**src/rtl/tdm_demux_1to8_pkg.sv**
```systemverilog
// Shared definitions for the 1-to-8 TDM demultiplexer.
// Holds the FSM encoding, the channel/slot constants and the slot one-hot decode helper.
package tdm_demux_1to8_pkg;

    localparam int NUM_CH = 8;
    localparam int SLOT_W = 3;

    typedef enum logic {
        ST_IDLE    = 1'b0,
        ST_COLLECT = 1'b1
    } state_t;

    // One-hot decode of a slot index, used for the channel strobe.
    function automatic logic [NUM_CH-1:0] slot_onehot(input logic [SLOT_W-1:0] s);
        logic [NUM_CH-1:0] one_s;
        one_s       = {{(NUM_CH-1){1'b0}}, 1'b1};
        slot_onehot = one_s << s;
    endfunction

endpackage

```
**src/rtl/tdm_slot_counter.sv**
```systemverilog
// 3-bit wrapping slot counter with clear (to 0) and load (to 1).
// Priority is clear, then load, then increment.
module tdm_slot_counter
    import tdm_demux_1to8_pkg::*;
(
    input  logic              clk,
    input  logic              rst_n,
    input  logic              clr,
    input  logic              load1,
    input  logic              inc,
    output logic [SLOT_W-1:0] cnt
);

    // Slot index register; natural 3-bit wrap takes slot 7 back to 0.
    always_ff @(posedge clk or negedge rst_n) begin
        if (!rst_n) begin
            cnt <= {SLOT_W{1'b0}};
        end else if (clr) begin
            cnt <= {SLOT_W{1'b0}};
        end else if (load1) begin
            cnt <= {{(SLOT_W-1){1'b0}}, 1'b1};
        end else if (inc) begin
            cnt <= cnt + {{(SLOT_W-1){1'b0}}, 1'b1};
        end else begin
            cnt <= cnt;
        end
    end

endmodule

```
**src/rtl/tdm_demux_1to8.sv**
```systemverilog
// Serial TDM frame demultiplexer: collects 8 slots behind an in_sync marker
// and presents each completed frame in parallel, with strobe and error pulses.
module tdm_demux_1to8
    import tdm_demux_1to8_pkg::*;
#(
    parameter int NUM_CH = 8
)(
    input  logic              clk,
    input  logic              rst_n,
    input  logic              in_valid,
    input  logic              in_bit,
    input  logic              in_sync,
    output logic [NUM_CH-1:0] out,
    output logic [NUM_CH-1:0] ch_strobe,
    output logic              frame_valid,
    output logic              frame_err,
    output logic [SLOT_W-1:0] slot
);

    generate
        if (NUM_CH != 8) begin : g_bad_num_ch
            $error("tdm_demux_1to8: only NUM_CH = 8 is supported");
        end
    endgenerate

    localparam logic [SLOT_W-1:0] LAST_SLOT = 3'd7;
    localparam logic [SLOT_W-1:0] FIRST_SLOT = 3'd0;

    state_t            state_r, state_s;
    logic [NUM_CH-2:0] shadow_r, shadow_s;
    logic [NUM_CH-1:0] out_r, out_s;
    logic [NUM_CH-1:0] strobe_r, strobe_s;
    logic              fv_r, fv_s;
    logic              fe_r, fe_s;
    logic              cnt_clr_s, cnt_load1_s, cnt_inc_s;
    logic [SLOT_W-1:0] slot_s;

    tdm_slot_counter u_slot_counter (
        .clk   (clk),
        .rst_n (rst_n),
        .clr   (cnt_clr_s),
        .load1 (cnt_load1_s),
        .inc   (cnt_inc_s),
        .cnt   (slot_s)
    );

    // Next-state, shadow update and output-pulse decode for one accepted bit.
    always_comb begin
        state_s     = state_r;
        shadow_s    = shadow_r;
        out_s       = out_r;
        strobe_s    = {NUM_CH{1'b0}};
        fv_s        = 1'b0;
        fe_s        = 1'b0;
        cnt_clr_s   = 1'b0;
        cnt_load1_s = 1'b0;
        cnt_inc_s   = 1'b0;
        if (in_valid) begin
            case (state_r)
                ST_IDLE: begin
                    if (in_sync) begin
                        shadow_s[0] = in_bit;
                        strobe_s    = slot_onehot(FIRST_SLOT);
                        cnt_load1_s = 1'b1;
                        state_s     = ST_COLLECT;
                    end else begin
                        state_s = ST_IDLE;
                    end
                end
                ST_COLLECT: begin
                    if (in_sync) begin
                        // Sync anywhere but slot 0 aborts the partial frame and restarts it.
                        fe_s        = (slot_s != FIRST_SLOT);
                        shadow_s[0] = in_bit;
                        strobe_s    = slot_onehot(FIRST_SLOT);
                        cnt_load1_s = 1'b1;
                    end else if (slot_s == FIRST_SLOT) begin
                        fe_s      = 1'b1;
                        cnt_clr_s = 1'b1;
                        state_s   = ST_IDLE;
                    end else if (slot_s == LAST_SLOT) begin
                        out_s     = {in_bit, shadow_r};
                        fv_s      = 1'b1;
                        strobe_s  = slot_onehot(slot_s);
                        cnt_inc_s = 1'b1;
                    end else begin
                        shadow_s[slot_s] = in_bit;
                        strobe_s         = slot_onehot(slot_s);
                        cnt_inc_s        = 1'b1;
                    end
                end
                default: begin
                    cnt_clr_s = 1'b1;
                    state_s   = ST_IDLE;
                end
            endcase
        end else begin
            state_s = state_r;
        end
    end

    // State, shadow and registered outputs.
    always_ff @(posedge clk or negedge rst_n) begin
        if (!rst_n) begin
            state_r  <= ST_IDLE;
            shadow_r <= {(NUM_CH-1){1'b0}};
            out_r    <= {NUM_CH{1'b0}};
            strobe_r <= {NUM_CH{1'b0}};
            fv_r     <= 1'b0;
            fe_r     <= 1'b0;
        end else begin
            state_r  <= state_s;
            shadow_r <= shadow_s;
            out_r    <= out_s;
            strobe_r <= strobe_s;
            fv_r     <= fv_s;
            fe_r     <= fe_s;
        end
    end

    assign out         = out_r;
    assign ch_strobe   = strobe_r;
    assign frame_valid = fv_r;
    assign frame_err   = fe_r;
    assign slot        = slot_s;

endmodule

```
**config.mk**
```make
export PLATFORM = sky130hd
export DESIGN_NAME = tdm_demux_1to8
export DESIGN_NICKNAME = d
export VERILOG_FILES = /design/src/rtl/tdm_demux_1to8_pkg.sv /design/src/rtl/tdm_slot_counter.sv /design/src/rtl/tdm_demux_1to8.sv
export SDC_FILE = /design/constraint.sdc
export NUM_CORES = 1
export LEC_CHECK = 0
export CORE_MARGIN = 3
export CORE_UTILIZATION = 54
export CTS_CLUSTER_SIZE = 40
export DETAILED_ROUTE_END_ITERATION = 6
export GPL_TIMING_DRIVEN = 0
export PLACE_DENSITY = 0.94
export SETUP_SLACK_MARGIN = 0.05
export SYNTH_ARGS = -nofsm -noshare
export SYNTH_HDL_FRONTEND = slang
export SYNTH_SLANG_ARGS = --single-unit
```
**constraint.sdc**
```tcl
create_clock -name clk -period 4.73 [get_ports clk]
set_clock_uncertainty 0.2 [all_clocks]
set_input_delay 0.946 -clock clk [delete_from_list [all_inputs] [get_ports clk]]
set_output_delay 0.946 -clock clk [all_outputs]
set_load 0.03 [all_outputs]
```
* Word-level counts from Yosys, hierarchy flattened
Cells that the tools add are included.
** Storage, ports and cells
- Register bits after elaboration :: 29
- Bits of input ports :: 5
- Output and inout bits :: 21
- Word-level logic and storage cells :: 63
** Cells by class
- Add/sub/neg operators :: 1
- Magnitude comparators :: 2
- Equality and inequality tests :: 4
- Shift-type cells :: 1
- Mux-type cells :: 36
- Bitwise logic cells :: 4
- Reductions and logical operators :: 7
** Operators by type and width (number)
- two-way mux 1 bit :: 25
- two-way mux 8 bit :: 3
- one-hot mux 8 bit (2 select lines) :: 1
- AND reduction 5 bit :: 2
- two-way mux 3 bit :: 3
- << shifter 1 x 3 -> 8 bit, first input constant :: 1
- bitwise mux 7 bit :: 1
- inequality test 3 bit, second input constant :: 2
- nonzero test 3 bit :: 2
- less-than comparator 3 x 4 -> 1 bit, second input constant :: 1
- NOT 1 bit :: 4
- one-hot mux 1 bit (2 select lines) :: 2
- AND reduction 4 bit :: 1
- adder 3 x 1 -> 3 bit, second input constant :: 1
- demux 1 bit (select 3 bit) :: 1
- equality test 3 bit, second input constant :: 1
- greater-or-equal comparator 3 x 1 -> 1 bit, second input constant :: 1
- zero test 3 bit :: 1
- inequality test 2 bit, second input constant :: 1
- logical AND 1 bit :: 1

* Longest topological paths before layout
Gate-level depths: netlist of the first run.
- Depth in word-level cells :: 9
- Gate-level depth with buffers :: 8
- Gate-level depth less buffers :: 8

* Hierarchy
From an unflattened synthesis of the first run, not the netlist that was laid out.
** Unflattened totals
- Cells, all modules :: 75
- Area, all modules :: 1098.6 um2
** Modules (own cells, without submodules)
- tdm_demux_1to8 :: times used 1, cells an instance 63, area each 948.4 um2, sequential area each 625.6 um2
- tdm_slot_counter :: times used 1, cells an instance 12, area each 150.1 um2, sequential area each 75.1 um2

* Least setup slack after synthesis of the first run
No wires, ideal clock.
- Path kind :: input to register
- From :: input in_sync
- To :: register out_r[0] (netlist: out[0])
- Setup time :: 0.125 ns
- Arrival time :: 1.931 ns
- Required time :: 4.405 ns
- Slack :: 2.474 ns
- Cell stages on the path :: 6
- Buffers on the path :: 1
- Path through :: inv_1 > ha_1 > and3_1 > buf_6 > nand2_8 > mux2_4
** Between the ends
- Longest elaborated chain between the ends :: 2
** RTL lines
- start, declared :: line tdm_demux_1to8.sv:12 : input logic in_sync,
- NOT 1 bit (no line)
- AND reduction 5 bit (no line)
- end signal, assigned :: line tdm_demux_1to8.sv:107 : out_r <= {NUM_CH{1'b0}};
- end signal, assigned :: line tdm_demux_1to8.sv:114 : out_r <= out_s;
- end, declared :: line tdm_demux_1to8.sv:31 : logic [NUM_CH-1:0] out_r, out_s;
Every way passes these cells.
A chain may end at the register's enable or synchronous reset.

* Worst setup path in the final report of the first run
- From :: register u_slot_counter.cnt[0]
- To :: output slot[0]
** RTL lines
- start, declared :: line tdm_slot_counter.sv:11 : output logic [SLOT_W-1:0] cnt
- start signal, assigned :: line tdm_slot_counter.sv:17 : cnt <= {SLOT_W{1'b0}};
- start signal, assigned :: line tdm_slot_counter.sv:19 : cnt <= {SLOT_W{1'b0}};
- start signal, assigned :: line tdm_slot_counter.sv:21 : cnt <= {{(SLOT_W-1){1'b0}}, 1'b1};
- end, declared :: line tdm_demux_1to8.sv:17 : output logic [SLOT_W-1:0] slot
No word-level cell between the ends.

==> results_tabular.tex, run 1 <==
\begin{tabular}{lr}
\hline
Metric & Value \\
\hline
\multicolumn{2}{l}{\textbf{Logic synthesis}} \\
Dominant combinational cell family by area after synthesis & multiplexers \\
Number of flops mapped to enable cells by yosys & 0 \\
Most area-consuming cells after synthesis & sky130\_fd\_sc\_hd\_\_dfrtp\_1, sky130\_fd\_sc\_hd\_\_mux2\_4, sky130\_fd\_sc\_hd\_\_ha\_1 \\
Adder-Cell Fraction of Synth Area & $\sim$7.7\% \\
Unique cell type count in the Yosys netlist & 26 \\
Most instantiated flip-flop cell in the synthesis netlist & sky130\_fd\_sc\_hd\_\_dfrtp\_1 \\
Area fraction in and, or, nand and nor cells after synthesis & about 15\% \\
Yosys synthesis warning count & 0 \\
Fraction of the yosys area taken by sequential cells & 53.8\% \\
Synthesis-stage register bit count & 28 \\
Proportion of synthesized area in mux cells & 16.3\% \\
Xor-xnor portion of the synthesized cell area & 0\% \\
Post-synthesis instance area & $\sim$0.0013 sq mm \\
FFs w/ async S/R, synth & 100\% \\
Average cell area after synthesis & roughly 14 sq um \\
Commonest cells in the synthesized netlist & sky130\_fd\_sc\_hd\_\_dfrtp\_1, sky130\_fd\_sc\_hd\_\_mux2\_4, sky130\_fd\_sc\_hd\_\_ha\_1 \\
Post-synth top area cell & sky130\_fd\_sc\_hd\_\_dfrtp\_1 \\
Area share of the largest cell type after synthesis & a little over half \\
Post-Syn Nets & 109 \\
Syn Inst Count & 96 \\
Post-synthesis compound-gate area fraction & 3.55\% \\
Cell with the most instances after synthesis & sky130\_fd\_sc\_hd\_\_dfrtp\_1 \\
\multicolumn{2}{l}{\textbf{Setup path}} \\
Crit end category & output port \\
Register-to-Register Setup Slack & $\sim$2.4 ns \\
Delay of the slowest cell on the worst path & roughly 0.75 ns \\
Arrival time reported for the critical path endpoint & 1.63 ns \\
Highest fanout seen on the critical path & 10 \\
Crit-path cells & clkdlybuf4s50\_1 \\
Standard cell with the maximum stage delay on the critical path & sky130\_fd\_sc\_hd\_\_clkdlybuf4s50\_1 \\
Setup crit start kind & register \\
Startpoint-to-endpoint class of the critical path & register to output port \\
Critical path buffer and inverter count & 1 \\
Category of cells accounting for the largest share of critical-path delay & buffers and inverters \\
WP data required & $\sim$3.6 ns \\
\multicolumn{2}{l}{\textbf{GRT}} \\
GR Util All Layers & around 18\% \\
Antenna violations before repair & 0 \\
Global-route wire length before repair & between 3000 and 4000 um \\
Total grt overflow & 0 \\
Number of global-route vias before repair & 813 \\
Maximum number of pins on one net before global-route repair & 29 \\
\multicolumn{2}{l}{\textbf{Job}} \\
Reported max-cap violation count & 0 \\
\multicolumn{2}{l}{\textbf{Place}} \\
Global placement routability congestion & 0.855 \\
Half-perimeter wire length of the detailed placement result & 1800 um \\
Post-placement setup slack & approximately 1.7 ns \\
Buffers added on ports & 25 \\
Area of placed instances & 0.00159 sq mm \\
\multicolumn{2}{l}{\textbf{Die}} \\
Area enclosed by the die boundary & between 0.003 and 0.004 sq mm \\
DIE HEIGHT & 55.1 um \\
Die Width & about 55 um \\
Starting Density & 57.8\% \\
CORE AREA & between 0.002 and 0.0025 sq mm \\
Standard-cell rows & 17 \\
Number of top-level design ports & 26 \\
\multicolumn{2}{l}{\textbf{Layout}} \\
Number of fill cells & approximately 160 \\
Number of nets in the layout & 139 \\
Ratio of cells with drive above 1 in the final layout & 14.5\% \\
Area growth from synthesis to layout & 23.6\% \\
Final Util & a little under three quarters \\
Total non-filler cell area in the finished layout & around 0.0016 sq mm \\
Diode count & 0 \\
\multicolumn{2}{l}{\textbf{Drt}} \\
Antenna-violating nets left & 0 \\
Routed vias & $\sim$820 \\
First-pass iteration count of the detailed router & 4 \\
Detailed-route DRC error count & 0 \\
Average via count per standard cell & roughly 5.4 \\
Routed Wire Length & $\sim$2300 um \\
Initial drt markers & 11 \\
Wire per inst & 15.0 um \\
\multicolumn{2}{l}{\textbf{Pwr}} \\
Largest vdd supply drop & around 0.32 mV \\
Power density normalized to cell area & roughly 530 mW/mm\^{}2 \\
Power share of the clock group & 10.9\% \\
Switching portion of total power & between 30\% and 40\% \\
Seq pwr share & approximately 43\% \\
Leakage power summed over all cells & 0.789 nW \\
NetSw & about 0.00033 W \\
Proportion of power drawn by combinational gates & 46.1\% \\
Cell-internal power & roughly 0.00052 W \\
\multicolumn{2}{l}{\textbf{Run status}} \\
Status & finished, final reports clean \\
\multicolumn{2}{l}{\textbf{STA}} \\
Maximum clock frequency & about 360 MHz \\
Period utilization & 58.6\% \\
Setup\_tns & 0 ns \\
Max transition margin & 23.6\% \\
Max-slew violations & 0 \\
Unrepaired setup endpoints after global routing & no \\
Worst-Margin Slew & between 1 and 1.5 ns \\
Smallest setup slack after layout & around 2.0 ns \\
Min cycle time layout & approximately 2.8 ns \\
Final Hold Viols & 0 \\
\# setup viols final & 0 \\
\multicolumn{2}{l}{\textbf{Clock tree}} \\
CTS max path bufs & 2 \\
Number of buffers inserted by post-CTS setup repair & 0 \\
Clock net sink count & 28 \\
Number of buffers created by CTS & 3 \\
Number of cells upsized or downsized after cts & 0 \\
Buffer type at the clock tree root & sky130\_fd\_sc\_hd\_\_clkbuf\_4 \\
H-tree Lvls & 1 \\
Skew-Pair Late Insertion Delay & approximately 0.32 ns \\
Hold buffer count at cts & 0 \\
Clock slew seen by the registers of the worst setup and hold paths & $\sim$0.13 ns \\
Clock tree from TritonCTS & done \\
\multicolumn{2}{l}{\textbf{Worst hold path}} \\
Min-Delay Path Class & register to register \\
\hline
\end{tabular}
==> power groups by stage <==
stage	sequential [W]	combinational [W]	clock, W
3_5_place_dp	0.000372	0.000393	0
4_1_cts	0.000366	0.000394	0.0000959
5_1_grt	0.000378	0.000426	0.000104
3_3_place_gp	0.000364	0.000381	0
6_report	0.000366	0.000392	0.0000928
2_1_floorplan	0.000440	0.000178	0
==> state kept, by name (all words and copies together) (netlist names) <==
| name | flops |
|---|---|
| frame_valid | 1 |
| ch_strobe | 7 |
| shadow_r | 7 |
| u_slot_counter.cnt | 3 |
| out | 8 |
| frame_err | 1 |
| state_r | 1 |
==> worst paths after layout <==
check | from | endpoint | cells past startpoint
hold / removal | shadow_r[1] | shadow_r[1] | 1
max in group asynchronous | rst_n | frame_err | 1
setup reg to reg | u_slot_counter.cnt[0] | out[4] | 8
setup / recovery | u_slot_counter.cnt[0] | slot[0] | 1
hold reg to reg | shadow_r[1] | shadow_r[1] | 1
min in group asynchronous | rst_n | out[0] | 1
==> metal layers <==
metal  wire (um)  track usage (%)  up-vias
li1            -                -      395
met1         961             20.8      406
met2        1220             32.7       17
met3          60             3.22        5
met4          37             8.50        0
met5           0                0        -
==> area by class of cell <==
class | instances | area, sq um | share of cell area [%]
multi-input combinational | 60 | 553 | 34.3
buffer | 3 | 30.0 | 1.86
clock buffer | 3 | 22.5 | 1.40
sequential | 28 | 701 | 43.5
inverter | 5 | 18.8 | 1.17
tap | 28 | 35.0 | 2.18
timing repair buffer | 25 | 250 | 15.5
==> stage by stage <==
| step | power, W | hold slack, ns | instances |
|---|---|---|---|
| floorplan | 0.000619 | 0.258 | 96 |
| global placement | 0.000744 | 0.270 | 149 |
| detailed placement | 0.000765 | 0.278 | 149 |
| CTS | 0.000857 | 0.308 | 152 |
| global route | 0.000907 | 0.339 | 152 |
| finish | 0.000851 | 0.304 | 152 |
==> kinds of logic (layout without fill, tap and decap cells) <==
group / count (synthesis) / after routing
simple gates: 29 / 29
flops: 28 / 28
mux: 16 / 16
fa+ha+maj: 8 / 8
buf+inv: 8 / 36
compound gates: 7 / 7
==> placed cells by master (no fill, tap or decap) <==
cell,n
sky130_fd_sc_hd__nor4_1,3
sky130_fd_sc_hd__a211oi_1,1
sky130_fd_sc_hd__mux2_1,5
sky130_fd_sc_hd__a21o_1,1
sky130_fd_sc_hd__clkdlybuf4s50_1,25
sky130_fd_sc_hd__dfrtp_1,28
sky130_fd_sc_hd__nand4_1,1
sky130_fd_sc_hd__and3_1,4
sky130_fd_sc_hd__ha_1,8
sky130_fd_sc_hd__inv_1,5
sky130_fd_sc_hd__nand4b_1,1
sky130_fd_sc_hd__nor2b_1,1
sky130_fd_sc_hd__a2bb2oi_1,1
sky130_fd_sc_hd__mux2_4,9
sky130_fd_sc_hd__a31oi_1,2
sky130_fd_sc_hd__buf_6,2
sky130_fd_sc_hd__nand2_8,1
sky130_fd_sc_hd__buf_4,1
sky130_fd_sc_hd__a21oi_1,2
sky130_fd_sc_hd__clkbuf_4,3
sky130_fd_sc_hd__mux2i_1,1
sky130_fd_sc_hd__nor2_1,3
sky130_fd_sc_hd__nand2_1,3
sky130_fd_sc_hd__and4bb_4,1
sky130_fd_sc_hd__nor3_1,3
sky130_fd_sc_hd__and2_1,6
sky130_fd_sc_hd__mux2_2,1
sky130_fd_sc_hd__and4_1,2
(Power assumes the default switching activity.)
==> run 2, diff against run 1 <==
- CORE_UTILIZATION: 54 -> 50
- PLACE_DENSITY: 0.94 -> 0.89
- clock period: 4.73 -> 2.85 ns (I/O delays scaled with it)
==> results_tabular.tex, run 2 (synthesis results as in run 1) <==
\begin{tabular}{lr}
\hline
Metric & Value \\
\hline
\multicolumn{2}{l}{\textbf{Die}} \\
Area enclosed by the die boundary & approximately 0.0033 sq mm \\
CORE AREA & 0.00234 sq mm \\
Starting Density & between 50\% and 60\% \\
Standard-cell rows & 17 \\
Number of top-level design ports & 26 \\
Die Width & roughly 57 um \\
DIE HEIGHT & 57.0 um \\
\multicolumn{2}{l}{\textbf{Drt}} \\
First-pass iteration count of the detailed router & 4 \\
Wire per inst & between 10 and 15 um \\
Routed vias & roughly 830 \\
Routed Wire Length & roughly 2300 um \\
Detailed-route DRC error count & 0 \\
Initial drt markers & 8 \\
Average via count per standard cell & between 5 and 6 \\
Antenna-violating nets left & 0 \\
\multicolumn{2}{l}{\textbf{Layout}} \\
Commonest cells after routing, fill and taps aside & sky130\_fd\_sc\_hd\_\_dfrtp\_1, sky130\_fd\_sc\_hd\_\_clkdlybuf4s50\_1, sky130\_fd\_sc\_hd\_\_mux2\_4 \\
Diode count & 0 \\
Area growth from synthesis to layout & 25.8\% \\
Number of nets in the layout & 140 \\
Most common cell after layout, fill and taps aside & sky130\_fd\_sc\_hd\_\_dfrtp\_1 \\
Flip-flop count of the largest register after layout & 8 \\
Ratio of cells with drive above 1 in the final layout & 15.9\% \\
\multicolumn{2}{l}{\textbf{GRT}} \\
Number of global-route vias before repair & 845 \\
Total grt overflow & 0 \\
Maximum number of pins on one net before global-route repair & 29 \\
Antenna violations before repair & 0 \\
GR Util All Layers & between 10\% and 20\% \\
Global-route wire length before repair & about 3900 um \\
\multicolumn{2}{l}{\textbf{STA}} \\
Min cycle time layout & between 2 and 2.5 ns \\
Worst-Margin Slew & $\sim$0.67 ns \\
Max transition margin & 55.2\% \\
Unrepaired setup endpoints after global routing & no \\
Period utilization & a little over four fifths \\
\# setup viols final & 0 \\
Maximum clock frequency & approximately 420 MHz \\
Final Hold Viols & 0 \\
Max-slew violations & 0 \\
Minimum hold slack & a little over 0.3 ns \\
Setup\_tns & 0 ns \\
\multicolumn{2}{l}{\textbf{Setup path}} \\
Delay of the slowest cell on the worst path & roughly 0.74 ns \\
Critical path buffer and inverter count & 1 \\
FF-to-FF End & out[4] \\
Setup crit start kind & register \\
Standard cell with the maximum stage delay on the critical path & sky130\_fd\_sc\_hd\_\_clkdlybuf4s50\_1 \\
WP data required & 2.08 ns \\
Arrival time reported for the critical path endpoint & roughly 1.6 ns \\
Register-to-Register Setup Slack & about 0.53 ns \\
Crit end category & output port \\
Startpoint-to-endpoint class of the critical path & register to output port \\
Highest fanout seen on the critical path & 10 \\
Worst Reg-to-Reg Cells & 8 \\
Crit-path cells & clkdlybuf4s50\_1 \\
Worst reg2reg startpoint & u\_slot\_counter.cnt[0] \\
Category of cells accounting for the largest share of critical-path delay & buffers and inverters \\
\multicolumn{2}{l}{\textbf{Clock tree}} \\
Clock tree from TritonCTS & done \\
Buffer type at the clock tree root & sky130\_fd\_sc\_hd\_\_clkbuf\_4 \\
H-tree Lvls & 1 \\
Number of buffers created by CTS & 3 \\
Hold buffer count at cts & 0 \\
Number of buffers inserted by post-CTS setup repair & 0 \\
Skew-Pair Late Insertion Delay & 0.32 ns \\
CTS max path bufs & 2 \\
Clock slew seen by the registers of the worst setup and hold paths & about 0.14 ns \\
Clock net sink count & 28 \\
Number of cells upsized or downsized after cts & 0 \\
\multicolumn{2}{l}{\textbf{Pwr}} \\
Largest vdd supply drop & around 0.52 mV \\
Power density normalized to cell area & just under 900 mW/mm\^{}2 \\
Leakage power summed over all cells & 0.803 nW \\
Sum of internal, switching and leakage power & 0.00145 W \\
\multicolumn{2}{l}{\textbf{Job}} \\
Reported max-cap violation count & 0 \\
\multicolumn{2}{l}{\textbf{Place}} \\
Half-perimeter wire length of the detailed placement result & roughly 1700 um \\
Buffers added on ports & 25 \\
Global placement routability congestion & around 0.85 \\
\multicolumn{2}{l}{\textbf{Worst hold path}} \\
Startpoint of the worst hold path & shadow\_r[1] \\
Hold depth & 1 \\
Worst-case hold path end point & shadow\_r[1] \\
Min-Delay Path Class & register to register \\
\multicolumn{2}{l}{\textbf{Run status}} \\
Status & finished, final reports clean \\
\hline
\end{tabular}
==> run 2: cell count changes in the layout (fill, tap and decap cells not counted) <==
cell,previous run,this run
sky130_fd_sc_hd__buf_8,0,1
sky130_fd_sc_hd__clkbuf_8,0,1
==> run 2: worst max-delay path by stage <==
stage,from,to,slack (ns),cells past startpoint
3_5_place_dp,in_sync,out[5],0.22,7
6_report,u_slot_counter.cnt[1],slot[1],0.46,1
4_1_cts,u_slot_counter.cnt[0],slot[0],0.45,1
5_1_grt,u_slot_counter.cnt[1],slot[1],0.38,1
2_1_floorplan,u_slot_counter.cnt[0],out[0],0.61,8
3_3_place_gp,in_sync,out[5],0.23,7
==> run 2: cell type report <==
class	instances	area [sq um]
fill	177	701
tap	28	35.0
clock buffer	4	36.3
sequential	28	701
buffer	3	30.0
timing repair buffer	26	265
inverter	5	18.8
multi-input combinational	60	553
==> run 2: per-stage QoR <==
stage	cell area [sq um]	setup WS, ns	utilization, %	std cells
finish	1640	0.462	70.1	154
global route	1640	0.378	70.1	154
CTS	1620	0.445	69.4	153
detailed placement	1590	0.224	67.9	149
global placement	1590	0.232	67.9	149
floorplan	1300	0.609	-	96
==> run 2: routing by layer <==
layer | global-route usage [%] | up-vias | part of all wire [%]
met1 | 20.4 | 408 | 47
met2 | 25.1 | 21 | 48
li1 | - | 400 | -
met3 | 2.26 | 4 | 3.1
met5 | 0 | - | 0
met4 | 7.28 | 0 | 1.7
==> run 2: power breakdown <==
group          switching, W  leakage, nW  internal [W]  total [W]
registers         0.0000944        0.367      0.000511   0.000605
logic              0.000342        0.416      0.000312   0.000653
clock network      0.000112       0.0210     0.0000781   0.000190
total              0.000548        0.803      0.000901    0.00145
